`config.mk`:
```
export PLATFORM = sky130hd
export DESIGN_NAME = mic_frame_scheduler
export DESIGN_NICKNAME = d
export VERILOG_FILES = /design/src/rtl/mic_frame_scheduler.sv
export SDC_FILE = /design/constraint.sdc
export NUM_CORES = 1
export LEC_CHECK = 0
export CAP_MARGIN = 0
export CORE_MARGIN = 5
export CORE_UTILIZATION = 59
export DETAILED_ROUTE_END_ITERATION = 10
export HOLD_SLACK_MARGIN = 0.08
export PLACE_DENSITY = 0.85
export REMOVE_ABC_BUFFERS = 1
export SLEW_MARGIN = 10
export SYNTH_ARGS = -nofsm -noshare
export SYNTH_HDL_FRONTEND = slang
export SYNTH_SLANG_ARGS = --single-unit
```
`constraint.sdc`:
```
create_clock -name clock_in -period 4.2 [get_ports clock_in]
set_clock_uncertainty 0.1 [all_clocks]
set_input_delay 0.63 -clock clock_in [delete_from_list [all_inputs] [get_ports clock_in]]
set_output_delay 0.63 -clock clock_in [all_outputs]
set_load 0.05 [all_outputs]
```
`src/rtl/mic_frame_scheduler.sv`:
```
// Buffers stereo mic frames, feeds them left-then-right into one shared filter
// datapath, and re-pairs the tagged filter results into stereo output frames.
module mic_frame_scheduler #(
    parameter int DEPTH = 4,
    parameter int WIDTH = 16,
    parameter int CNT_W = 8
) (
    input  logic                   clock_in,
    input  logic                   reset_n_in,
    input  logic                   enable_in,
    input  logic [WIDTH-1:0]       left_sample_in,
    input  logic [WIDTH-1:0]       right_sample_in,
    input  logic                   new_sample_in,
    output logic [WIDTH-1:0]       sample_out,
    output logic                   channel_out,
    output logic                   valid_out,
    input  logic                   ready_in,
    input  logic [WIDTH-1:0]       result_in,
    input  logic                   result_channel_in,
    input  logic                   result_valid_in,
    output logic [WIDTH-1:0]       left_result_out,
    output logic [WIDTH-1:0]       right_result_out,
    output logic                   pair_valid_out,
    output logic [$clog2(DEPTH):0] fifo_count_out,
    output logic [CNT_W-1:0]       overflow_count_out,
    output logic                   order_error_out
);

    localparam int PTR_W = $clog2(DEPTH);

    typedef enum logic [1:0] {IDLE, SEND_L, SEND_R} state_t;

    state_t             r_state;
    state_t             w_next_state;
    logic [2*WIDTH-1:0] r_mem [DEPTH];
    logic [PTR_W-1:0]   r_wr_ptr;
    logic [PTR_W-1:0]   r_rd_ptr;
    logic [PTR_W-1:0]   w_rd_next;
    logic [PTR_W:0]     r_count;
    logic [CNT_W-1:0]   r_ovf;
    logic [WIDTH-1:0]   r_sample;
    logic [WIDTH-1:0]   w_sample_next;
    logic               w_valid;
    logic               w_channel;
    logic               w_pop;
    logic               w_full;
    logic               w_push;
    logic               w_drop;

    logic [WIDTH-1:0]   r_left;
    logic [WIDTH-1:0]   r_right;
    logic               r_left_vld;
    logic               r_right_vld;
    logic               r_order_err;
    logic               w_pair;

    assign w_rd_next = r_rd_ptr + 1'b1;
    assign w_full    = (r_count == (PTR_W+1)'(DEPTH));
    assign w_pop     = (r_state == SEND_R) && ready_in;
    // A full FIFO still accepts a frame when the head leaves in the same cycle.
    assign w_push    = new_sample_in && (!w_full || w_pop);
    assign w_drop    = new_sample_in && w_full && !w_pop;

    always_ff @(posedge clock_in) begin
        if (w_push) r_mem[r_wr_ptr] <= {left_sample_in, right_sample_in};
    end

    always_ff @(posedge clock_in or negedge reset_n_in) begin
        if (!reset_n_in) begin
            r_wr_ptr <= '0;
            r_rd_ptr <= '0;
            r_count  <= '0;
            r_ovf    <= '0;
            r_sample <= '0;
        end else begin
            if (w_push) r_wr_ptr <= r_wr_ptr + 1'b1;
            if (w_pop)  r_rd_ptr <= w_rd_next;
            case ({w_push, w_pop})
                2'b10:   r_count <= r_count + 1'b1;
                2'b01:   r_count <= r_count - 1'b1;
                default: r_count <= r_count;
            endcase
            if (w_drop && (r_ovf != '1)) r_ovf <= r_ovf + 1'b1;
            r_sample <= w_sample_next;
        end
    end

    always_ff @(posedge clock_in or negedge reset_n_in) begin
        if (!reset_n_in) r_state <= IDLE;
        else             r_state <= w_next_state;
    end

    always_comb begin
        w_next_state = r_state;
        case (r_state)
            IDLE:    if (enable_in && (r_count != '0)) w_next_state = SEND_L;
            SEND_L:  if (ready_in) w_next_state = SEND_R;
            SEND_R:  if (ready_in) w_next_state = (enable_in && (r_count > (PTR_W+1)'(1))) ? SEND_L : IDLE;
            default: w_next_state = IDLE;
        endcase
    end

    // Output register only reloads on a state change, so it holds under backpressure.
    always_comb begin
        w_valid       = 1'b0;
        w_channel     = 1'b0;
        w_sample_next = r_sample;
        case (r_state)
            IDLE: begin
                if (w_next_state == SEND_L) w_sample_next = r_mem[r_rd_ptr][2*WIDTH-1:WIDTH];
            end
            SEND_L: begin
                w_valid = 1'b1;
                if (ready_in) w_sample_next = r_mem[r_rd_ptr][WIDTH-1:0];
            end
            SEND_R: begin
                w_valid   = 1'b1;
                w_channel = 1'b1;
                if (w_next_state == SEND_L) w_sample_next = r_mem[w_rd_next][2*WIDTH-1:WIDTH];
            end
            default: begin
                w_valid   = 1'b0;
                w_channel = 1'b0;
            end
        endcase
    end

    assign w_pair = r_left_vld && r_right_vld;

    always_ff @(posedge clock_in or negedge reset_n_in) begin
        if (!reset_n_in) begin
            r_left      <= '0;
            r_right     <= '0;
            r_left_vld  <= 1'b0;
            r_right_vld <= 1'b0;
            r_order_err <= 1'b0;
        end else begin
            if (w_pair) begin
                r_left_vld  <= 1'b0;
                r_right_vld <= 1'b0;
            end
            // A result landing on the pulse cycle opens the next pair rather than colliding.
            if (result_valid_in) begin
                if (result_channel_in) begin
                    r_right     <= result_in;
                    r_right_vld <= 1'b1;
                    if (r_right_vld && !w_pair) r_order_err <= 1'b1;
                end else begin
                    r_left      <= result_in;
                    r_left_vld  <= 1'b1;
                    if (r_left_vld && !w_pair) r_order_err <= 1'b1;
                end
            end
        end
    end

    assign sample_out         = r_sample;
    assign channel_out        = w_channel;
    assign valid_out          = w_valid;
    assign fifo_count_out     = r_count;
    assign overflow_count_out = r_ovf;
    assign left_result_out    = r_left;
    assign right_result_out   = r_right;
    assign pair_valid_out     = w_pair;
    assign order_error_out    = r_order_err;

endmodule

```
# == After elaboration in Yosys (flattened, before gate mapping) ==
# Memories as Yosys holds them, arrays and structs flattened.
# Index checks and enable logic that the tools add are counted.
# word_totals
input_bits,55
n_memories,1
word_cells,77
ramBits,128
output_inout_bits,63
ff_bits,68
# classes
bitwise,1
mux,23
reduce_logical,24
magnitude_cmp,1
n_eq_ne,11
add_sub_neg,5
# memory_table
memory,words,word_bits,read_ports,rd_clocked_by_memory_dff,write_ports,line_no,text
r_mem,4,32,2,0,1,35,logic [2*WIDTH-1:0] r_mem [DEPTH];
# op_table
op,count
16-bit 2-to-1 mux,3
16-bit case mux with 3 select lines,1
1-bit 2-to-1 mux,14
1-bit logical AND,10
"8-bit by 1-bit adder with 8-bit output, second input constant",1
"8-bit inequality test, second input constant",1
"2-bit by 1-bit == test with 1-bit output, second input constant",3
2-bit 2-to-1 mux,3
2-bit case mux with 3 select lines,1
3-bit case mux with 2 select lines,1
3-bit nonzero test,2
"2-bit by 1-bit adder with 2-bit output, second input constant",2
"2-bit == test, second input constant",2
"2-bit by 1-bit inequality test with 1-bit output, second input constant",2
"2-bit inequality test, second input constant",2
2-bit AND reduction,2
4-bit AND reduction,1
2-bit nonzero test,2
"3-bit by 1-bit adder with 3-bit output, second input constant",1
"3-bit == test, second input constant",1
"3-bit by 1-bit > comparator with 1-bit output, second input constant",1
1-bit zero test,3
3-bit AND reduction,1
"3-bit by 1-bit subtractor with 3-bit output, second input constant",1
other kinds (4),4

# == Longest topological paths before layout ==
# depth
word_depth,8
mapped_depth,11
depth_no_buf,10

# == Worst setup path after synthesis ==
# Ideal clock, no wire load.
# synth_timing
kind,register to register
start,register r_state[0]
end,"memory r_mem[1][0] (netlist name), enable pin"
n_path_buf,1
setup_ns,0.392
required_time_ns,3.708
slack_ns,1.294
arrival_ns,2.414
synth_period_minus_slack_ns,2.906
stages_incl_launch_ff,7
path_cell_list,dfrtp_1 > inv_1 > ha_1 > clkbuf_1 > nand2_1 > nand2_1 > and3_1
# synth_between
elab_chain_len,6
# synth_rtl
element,line_no,text
"start, declared",33,state_t r_state;
"start signal, assigned",90,else r_state <= w_next_state;
2-bit == test,59,assign w_pop = (r_state == SEND_R) && ready_in;
1-bit logical AND,59,
1-bit logical OR,61,assign w_push = new_sample_in && (!w_full || w_pop);
1-bit logical AND,61,
1-bit 2-to-1 mux,65,"if (w_push) r_mem[r_wr_ptr] <= {left_sample_in, right_sample_in};"
1-bit 2-to-1 mux (not written as such),65,
"end, declared",35,
# No other way between the ends.

# == Worst setup path after layout ==
# layout_timing
start,register r_state[0]
end,output port channel_out
# layout_between
elab_chain_len,2
# layout_rtl
element,line_no,text
2-bit == test,108,case (r_state)
1-bit 2-to-1 mux,108,
"end, declared",15,"output logic channel_out,"
# No other way between the ends.

==> key figures <==
Outcome
  • Run status: complete, no violations

CTS
  • # resized after CTS: 0
  • CTS tree: yes
  • CTS Buffer Depth: 2
  • TritonCTS Buffers: 17
  • Post-CTS Setup Inserts: 0
  • Hold buffers post-CTS: 0
  • Clock Tree Root: clkbuf_16
  • H-tree lvl count: 4
  • Reg clk slew, reported paths: 0.06 ns
  • Skew-Pair Late Insertion Delay: 0.43 ns
  • Sink Count: 196

Power and ir drop
  • Combinational power share: 38.8%
  • Leak pwr: 0.00374 uW
  • Part of the power in registers: 40.7%
  • P_int: 4720 uW
  • Max VDD drop: 0.544 mV
  • PD cells: 730 mW/mm^2
  • Clock power frac: 20.5%
  • Net Sw Power: 2670 uW
  • Switching portion of total power: 36.1%

Floorplan
  • Core area: 0.0138 mm^2
  • Die W: 128 um
  • Num rows: 43
  • Starting Density: 59.7%
  • Full die area: 0.0165 mm^2
  • Io pins: 118
  • Die height: 128 um

GRT
  • Vias in the first global route: 4984
  • GRT overflow: 0
  • Initial antenna violation count: 0
  • Global-route wire length before repair: 26.3 mm
  • Largest net degree at the start of global routing: 69
  • Total GRT Usage: 21.2%

Worst setup path
  • Crit-path slowest cell: clkdlybuf4s50_1
  • CP required: 3.47 ns
  • CP max stage delay: 0.88 ns
  • Crit path launch type: flip-flop
  • Worst path cell trace: inv_1, ha_1, buf_4, clkdlybuf4s50_1
  • Worst Path Max Fanout: 21
  • Critical path data arrival time: 2.30 ns
  • Critical path class: flip-flop to output port
  • R2r worst-path depth: 7
  • Setup crit end kind: output port

Synth
  • Asr flop ratio synth: 34.7%
  • Synth top area share: 46.6%
  • Mapped Area: 0.00826 mm^2
  • Post-synthesis sequential area ratio: 67.2%
  • Number of enable flip-flop cells after synthesis: 128
  • Post-Synthesis Cells: 476
  • Yosys cell types: 36
  • Synth area leaders: edfxtp_1 47%, dfrtp_1 21%, mux4_2 11%, mux2_2 5.3%, ha_1 2.1%
  • Mapped Avg Cell Area: 17.3 um^2
  • Most used flip-flop cell after synthesis: edfxtp_1
  • Yosys reg bits: 196
  • Most instantiated cells after synthesis: 128 x edfxtp_1, 68 x dfrtp_1, 40 x mux4_2, 39 x mux2_2
  • YS warnings: 0
  • Count leader, synth: edfxtp_1
  • Synth area leader: edfxtp_1

Timing
  • Max Freq: 330 MHz
  • Setup TNS: 0 ns
  • Final setup violating endpoints: 0
  • Hold Fails Final Rpt: 0
  • Fin Hold WS: 0.213 ns
  • Slew Viols, Final: 0
  • Measured slew at the worst slew-check pin: 1.06 ns
  • Slew Limit Headroom: 29.3%
  • Final Cycle Share: 72.1%
  • RSZ-0062 raised after global routing: false
  • PnR worst setup slack: 1.17 ns
  • Crit path time final: 3.03 ns

Route
  • DR vias/cell: 5.88
  • Routed met1 length: 6.83 mm
  • First-pass DRT Iterations: 5
  • Antenna viol nets, final: 0
  • Routed wire length: 16.4 mm
  • Routed WL per cell: 20.8 um
  • Routed wl met3: 1.21 mm
  • DR top layer: met4
  • Detailed-route via count: 4612
  • DR DRC count: 0
  • WL met2: 7.95 mm
  • 1st-iter DRT viols: 286

Final layout
  • Diodes inserted: 0
  • Area Overhead vs Synth: 22.7%
  • Filler cells: 832
  • Layout cells sized above 1: 20.7%
  • Final #Nets: 661

Placement
  • Final Wtd Congestion: 0.757
  • Dpl ws: 1.19 ns
  • IO Port Bufs: 117
  • Detailed Place HPWL: 10.2 mm

Min path
  • Min-delay worst type: primary input to asynchronous set/reset pin

Run
  • Max Cap Violations: 0
through the flow:
stage          utilization, %  power (uW)  cell area (um^2)  std cells
2_1_floorplan               -        5030              8150        453
6_report                 73.2        7390             10100        785
5_1_grt                  73.2        7770             10100        785
4_1_cts                  73.2        7450             10100        785
3_5_place_dp             69.3        5920              9580        753
3_3_place_gp             69.3        5800              9580        753
registers in the layout, indices dropped and copies added, names as in the netlist, 2 cells and up:
name / cells
r_rd_ptr: 2
overflow_count_out: 8
r_state: 2
r_wr_ptr: 2
r_mem: 128
fifo_count_out: 3
sample_out: 16
left_result_out: 16
right_result_out: 16
critical path, delay by kind of cell (launching register included):
kind,cells,cell delay [ns]
flops,1,0.44
buf+inv,3,1.28
fa+ha+maj,1,0.14
routing by layer:
metal  vias to the layer above  global-route usage [%]
met4                         0                    9.11
li1                       2083                       -
met1                      2325                    28.8
met2                       176                    33.3
met3                        28                    4.88
met5                         -                       0
cell families after synthesis:
group | synth area share (%)
flip-flops | 67.2
AND/OR/NAND/NOR | 3.35
buffers and inverters | 1.76
XOR/XNOR | 1.38
adder cells (fa/ha/maj) | 2.12
AO/OA/AOI/OAI | 4.12
multiplexers | 20.1
path summary, 6_finish.rpt:
check	from	end	slack [ns]
worst max register to register	r_state[1]	sample_out[15]	1.33
max in group asynchronous	reset_n_in	r_rd_ptr[0]	3.16
worst max-delay path	r_state[0]	channel_out	1.17
worst min-delay path	reset_n_in	fifo_count_out[0]	0.21
worst min register to register	order_error_out	order_error_out	0.38
min in group clock_in	order_error_out	order_error_out	0.38
placed cells by master, fill, tap and decap left out, drive strengths merged, types with 5 or more instances in the layout:
cell / count
o22ai: 8
clkdlybuf4s50: 116
edfxtp: 128
ha: 14
mux2i: 17
clkbuf: 19
and3: 5
nor2: 26
nand2: 12
dfrtp: 68
a21oi: 26
xnor2: 9
clkinv: 9
inv: 12
mux2: 49
mux4: 40
a22oi: 8
area by class of cell:
type	count	area (um^2)	share of cell area (%)
multi-input combinational	246	2570	25.4
timing repair buffer	120	1190	11.8
tap	180	225	2.22
inverter	11	41.3	0.408
clock buffer	19	433	4.27
sequential	196	5550	54.8
clock inverter	13	115	1.14
power by group through the flow:
stage / clock network (uW) / logic [uW] / registers (uW)
6_report: 1520 / 2860 / 3010
5_1_grt: 1630 / 3060 / 3090
4_1_cts: 1540 / 2890 / 3020
3_5_place_dp: 0 / 2870 / 3050
3_3_place_gp: 0 / 2790 / 3010
2_1_floorplan: 0 / 1570 / 3460
Power figures use the tool's default switching activity.
